File: src/rtl/hazard_scoreboard.sv
// Register-hazard scoreboard: tracks in-flight destinations, picks forwarding sources and stalls ID on unready loads.
// Optional performance counters are compiled in with `define HAZARD_PERF_CNT_EN.
module hazard_scoreboard #(
    parameter int REG_ADDRESS_LENGTH = 5,
    parameter int PIPE_DEPTH         = 2,
    parameter int LOAD_LATENCY       = 2,
    localparam int SEL_W             = $clog2(PIPE_DEPTH + 1)
) (
    input  logic                          clk,
    input  logic                          rst,
    input  logic                          id_valid,
    input  logic [REG_ADDRESS_LENGTH-1:0] id_ra,
    input  logic [REG_ADDRESS_LENGTH-1:0] id_rb,
    input  logic                          id_ra_used,
    input  logic                          id_rb_used,
    input  logic [REG_ADDRESS_LENGTH-1:0] id_rd,
    input  logic                          id_wr_en,
    input  logic                          id_is_load,
    input  logic                          flush,
    output logic                          stall,
    output logic [SEL_W-1:0]              fwd_sel_a,
    output logic [SEL_W-1:0]              fwd_sel_b,
    output logic                          issue
`ifdef HAZARD_PERF_CNT_EN
   ,output logic [31:0]                   stall_cnt,
    output logic [31:0]                   flush_cnt
`endif
);

    logic [PIPE_DEPTH:1]           slot_valid_r;
    logic [PIPE_DEPTH:1]           slot_load_r;
    logic [REG_ADDRESS_LENGTH-1:0] slot_rd_r [1:PIPE_DEPTH];

    logic             hit_a_s, hit_b_s;
    logic             avail_a_s, avail_b_s;
    logic [SEL_W-1:0] sel_a_s, sel_b_s;
    logic             stall_s, issue_s;

    // Youngest-match search: scan oldest to youngest so the lowest slot index wins.
    always_comb begin
        hit_a_s   = 1'b0;
        hit_b_s   = 1'b0;
        avail_a_s = 1'b0;
        avail_b_s = 1'b0;
        sel_a_s   = {SEL_W{1'b0}};
        sel_b_s   = {SEL_W{1'b0}};
        for (int k = PIPE_DEPTH; k >= 1; k--) begin
            if (slot_valid_r[k] && id_ra_used && (slot_rd_r[k] == id_ra)) begin
                hit_a_s   = 1'b1;
                sel_a_s   = SEL_W'(k);
                avail_a_s = !slot_load_r[k] || (k >= LOAD_LATENCY);
            end else begin
                hit_a_s   = hit_a_s;
            end
            if (slot_valid_r[k] && id_rb_used && (slot_rd_r[k] == id_rb)) begin
                hit_b_s   = 1'b1;
                sel_b_s   = SEL_W'(k);
                avail_b_s = !slot_load_r[k] || (k >= LOAD_LATENCY);
            end else begin
                hit_b_s   = hit_b_s;
            end
        end
    end

    // Stall only for a real instruction that is not being squashed; flush wins.
    always_comb begin
        stall_s = id_valid && !flush && ((hit_a_s && !avail_a_s) || (hit_b_s && !avail_b_s));
        issue_s = id_valid && !stall_s && !flush;
    end

    assign stall     = stall_s;
    assign issue     = issue_s;
    assign fwd_sel_a = (hit_a_s && avail_a_s) ? sel_a_s : {SEL_W{1'b0}};
    assign fwd_sel_b = (hit_b_s && avail_b_s) ? sel_b_s : {SEL_W{1'b0}};

    // Tag pipeline shifts every cycle; a non-writing or non-issued slot-1 entry is a bubble.
    always_ff @(posedge clk or negedge rst) begin
        if (!rst) begin
            slot_valid_r <= {PIPE_DEPTH{1'b0}};
            slot_load_r  <= {PIPE_DEPTH{1'b0}};
            for (int k = 1; k <= PIPE_DEPTH; k++) begin
                slot_rd_r[k] <= {REG_ADDRESS_LENGTH{1'b0}};
            end
        end else begin
            slot_valid_r[1] <= issue_s && id_wr_en;
            slot_load_r[1]  <= id_is_load;
            slot_rd_r[1]    <= id_rd;
            for (int k = 2; k <= PIPE_DEPTH; k++) begin
                slot_valid_r[k] <= slot_valid_r[k-1];
                slot_load_r[k]  <= slot_load_r[k-1];
                slot_rd_r[k]    <= slot_rd_r[k-1];
            end
        end
    end

`ifdef HAZARD_PERF_CNT_EN
    logic [31:0] stall_cnt_r;
    logic [31:0] flush_cnt_r;

    // Saturating event counters.
    always_ff @(posedge clk or negedge rst) begin
        if (!rst) begin
            stall_cnt_r <= 32'd0;
            flush_cnt_r <= 32'd0;
        end else begin
            if (stall_s && (stall_cnt_r != 32'hFFFF_FFFF)) begin
                stall_cnt_r <= stall_cnt_r + 32'd1;
            end else begin
                stall_cnt_r <= stall_cnt_r;
            end
            if (flush && id_valid && (flush_cnt_r != 32'hFFFF_FFFF)) begin
                flush_cnt_r <= flush_cnt_r + 32'd1;
            end else begin
                flush_cnt_r <= flush_cnt_r;
            end
        end
    end

    assign stall_cnt = stall_cnt_r;
    assign flush_cnt = flush_cnt_r;
`endif

endmodule

File: config.mk
export PLATFORM = sky130hd
export DESIGN_NAME = hazard_scoreboard
export DESIGN_NICKNAME = d
export VERILOG_FILES = /design/src/rtl/hazard_scoreboard.sv
export SDC_FILE = /design/constraint.sdc
export NUM_CORES = 1
export LEC_CHECK = 0
export CAP_MARGIN = 10
export CORE_AREA = 10 10 47 49
export DETAILED_ROUTE_END_ITERATION = 10
export DIE_AREA = 0 0 57 59
export DONT_BUFFER_PORTS = 1
export GPL_TIMING_DRIVEN = 0
export HOLD_SLACK_MARGIN = 0.05
export PLACE_DENSITY_LB_ADDON = 0.25
export RECOVER_POWER = 100
export SETUP_SLACK_MARGIN = 0.15
export SLEW_MARGIN = 20
export SYNTH_ARGS = -nofsm -noshare
export SYNTH_HDL_FRONTEND = slang
export SYNTH_SLANG_ARGS = --single-unit
File: constraint.sdc
create_clock -name clk -period 2 [get_ports clk]
set_input_delay 0.1 -clock clk [delete_from_list [all_inputs] [get_ports clk]]
set_output_delay 0.1 -clock clk [all_outputs]
set_load 0.005 [all_outputs]
==> reports/metrics.yaml <==
outcome:
  outcome: "complete, no violations"
global_routing:
  track_usage: 0.0846
  grt_pass1_wl_mm: 2.21
  antenna_found_initial: 0
  overflow: 0
  grt_start_max_net_pins: 14
  grt_pass1_vias: 509
layout:
  finalInstanceArea_sq_um: 764
  n_antenna_cell: 0
  finish.utilization: 0.546
  nNetsFinal: 92
  mostFrequentLayoutCell: "xnor2_1"
  final_cell_mix: "xnor2_1, dfrtp_1, dlygate4sd3_1, nand4_1"
  syn_to_final_growth_pct: 22.2
  drive_gt1_frac: 0.0588
setup_path:
  r2r_slack_ps: 610
  crit_fanout: 3
  critPathRequiredTime_ps: 1900
  cp-end-kind: "output pin"
  reg2reg_depth: 4
  arrival_ps: 1640
  cp-start-kind: "flip-flop"
  crit_type: "reg2out"
power_and_ir_drop:
  leakage_uw: 0.000275
  power.internal_uw: 396
  pwr_density_cell_mw_per_mm2: 668
  power.switching_uw: 114
  clockPowerShare: 0.301
  switching_share: 0.224
  p_seq_frac: 0.564
  peakVddDrop_mv: 0.386
  power_uw: 510
  power.share.combinational: 0.135
timing:
  hold_viol: 0
  tightest_slew_ps: 544
  fmax_mhz: 575
  slew_violations: 0
  whs_ps: 235
  rsz0062_at_grt: "false"
  finalSetupViolations: 0
  finalCriticalPeriod_ps: 1740
  slew_headroom: 0.636
  finalCritPeriodShare: 0.870
  fin_setup_tns_ps: 0
  skew_ps: 4.16
logic_synthesis:
  synthesis.nets: 77
  ys_types: 11
  ys_ff_latch: 13
  syn_area_sq_um: 626
  ys_seq_area_frac: 0.520
  ys.warnings.count: 0
  avgSynthCellArea_sq_um: 11.6
  synthesis.instances: 54
cts:
  clock_path_buffers: 2
  cts_root_buf: "clkbuf_4"
  cts_tree: "yes"
  clkSinkCount: 13
  cts_max_level: 1
  numCtsBuffers: 3
  clk_pin_slew_ps: 70
  worstSkewPairLatency_ps: 270
hold_path:
  hold_path_depth: 3
  min_path_type: "in2reg"
place:
  portBuffers: 0
  hpwl_mm: 1.15
  place_congestion: 0.863
  placed_cell_area_sq_um: 646
floorplanning:
  row_count: 14
  die_w_um: 57
  die_y_um: 59
  coreArea_sq_mm: 0.00140
  die-area_sq_mm: 0.00336
  ios: 29
  start_util: 0.446
run:
  maxCapViolCount: 0
detailed_routing:
  antenna_left: 0
  drc_errors: 0
  vias: 442
  wl_per_cell_um: 16.1
  vias_per_cell: 5.26
  wirelength_mm: 1.35
  first_pass_iters: 4
  dr.first_iter.drc_count: 16
==> worst paths after layout <==
kind | startpoint | end
worst max register to register | slot_rd_r[8] | slot_valid_r[1]
worst min-delay path | id_ra_used | slot_valid_r[1]
min in group asynchronous | rst | slot_valid_r[2]
worst max-delay path | slot_rd_r[8] | stall
worst min register to register | slot_rd_r[9] | slot_rd_r[4]
max in group asynchronous | rst | slot_rd_r[1]
==> sequential cells by signal, summed over array words and instances (netlist names) <==
name          count
slot_rd_r        10
slot_valid_r      2
slot_load_r       1
==> stage by stage <==
| step | cells | worst slack [ps] |
|---|---|---|
| 6_report | 84 | 261 |
| 5_1_grt | 84 | 154 |
| 4_1_cts | 84 | 333 |
| 3_5_place_dp | 70 | 637 |
| 3_3_place_gp | 70 | 651 |
| 2_1_floorplan | 54 | 775 |
==> per-layer routing <==
layer  GRT usage  routed length, um
met2       0.141                671
met3      0.0343                153
met5           0                  0
met1      0.0878                514
met4      0.0503                 10
==> cells by family after synthesis <==
| kind of cell | Yosys count | synth area share |
|---|---|---|
| xor gates and xnor gates | 20 | 0.280 |
| and+or+nand+nor | 19 | 0.168 |
| DFF | 13 | 0.520 |
| AOI/OAI and AO/OA | 1 | 0.0260 |
| buffers and inverters | 1 | 0.00599 |
==> power by group through the flow <==
stage          clock network, uW  registers (uW)  logic [uW]
2_1_floorplan                  0             291        43.3
3_3_place_gp                   0             293        49.9
3_5_place_dp                   0             294        50.4
4_1_cts                      163             288        70.5
5_1_grt                      170             291        75.3
6_report                     154             288        68.7
==> cell type report <==
class	count	area, sq um
Clock buffer	4	26.3
Timing Repair Buffer	10	100
Sequential cell	13	325
Inverter	1	3.75
Fill cell	131	637
Multi-Input combinational cell	40	289
Tap cell	16	20.0
==> worst max-delay path, stage by stage, from the launching register on <==
cell	delay, ps
dfrtp_1	420
xnor2_1	160
nand4_1	160
o32ai_1	410
and2b_2	220
==> synth_stat cells <==
| cell type | number | area [sq um] |
|---|---|---|
| and2b_2 | 1 | 8.76 |
| nor3_1 | 4 | 20.0 |
| inv_1 | 1 | 3.75 |
| nor2_1 | 3 | 11.3 |
| nand3_1 | 4 | 20.0 |
| nor3b_1 | 1 | 7.51 |
| dfrtp_1 | 13 | 325 |
| nand2b_1 | 1 | 6.26 |
| nand4_1 | 5 | 31.3 |
| xnor2_1 | 20 | 175 |
| o32ai_2 | 1 | 16.3 |
==> what timing repair did <==
action	4_1_cts	5_1_grt
buffers inserted	0	0
hold buffers	10	0
resized for setup	0	0
endpoints found under the hold margin	20	0
Note: power is estimated with default switching activity, not from simulation.
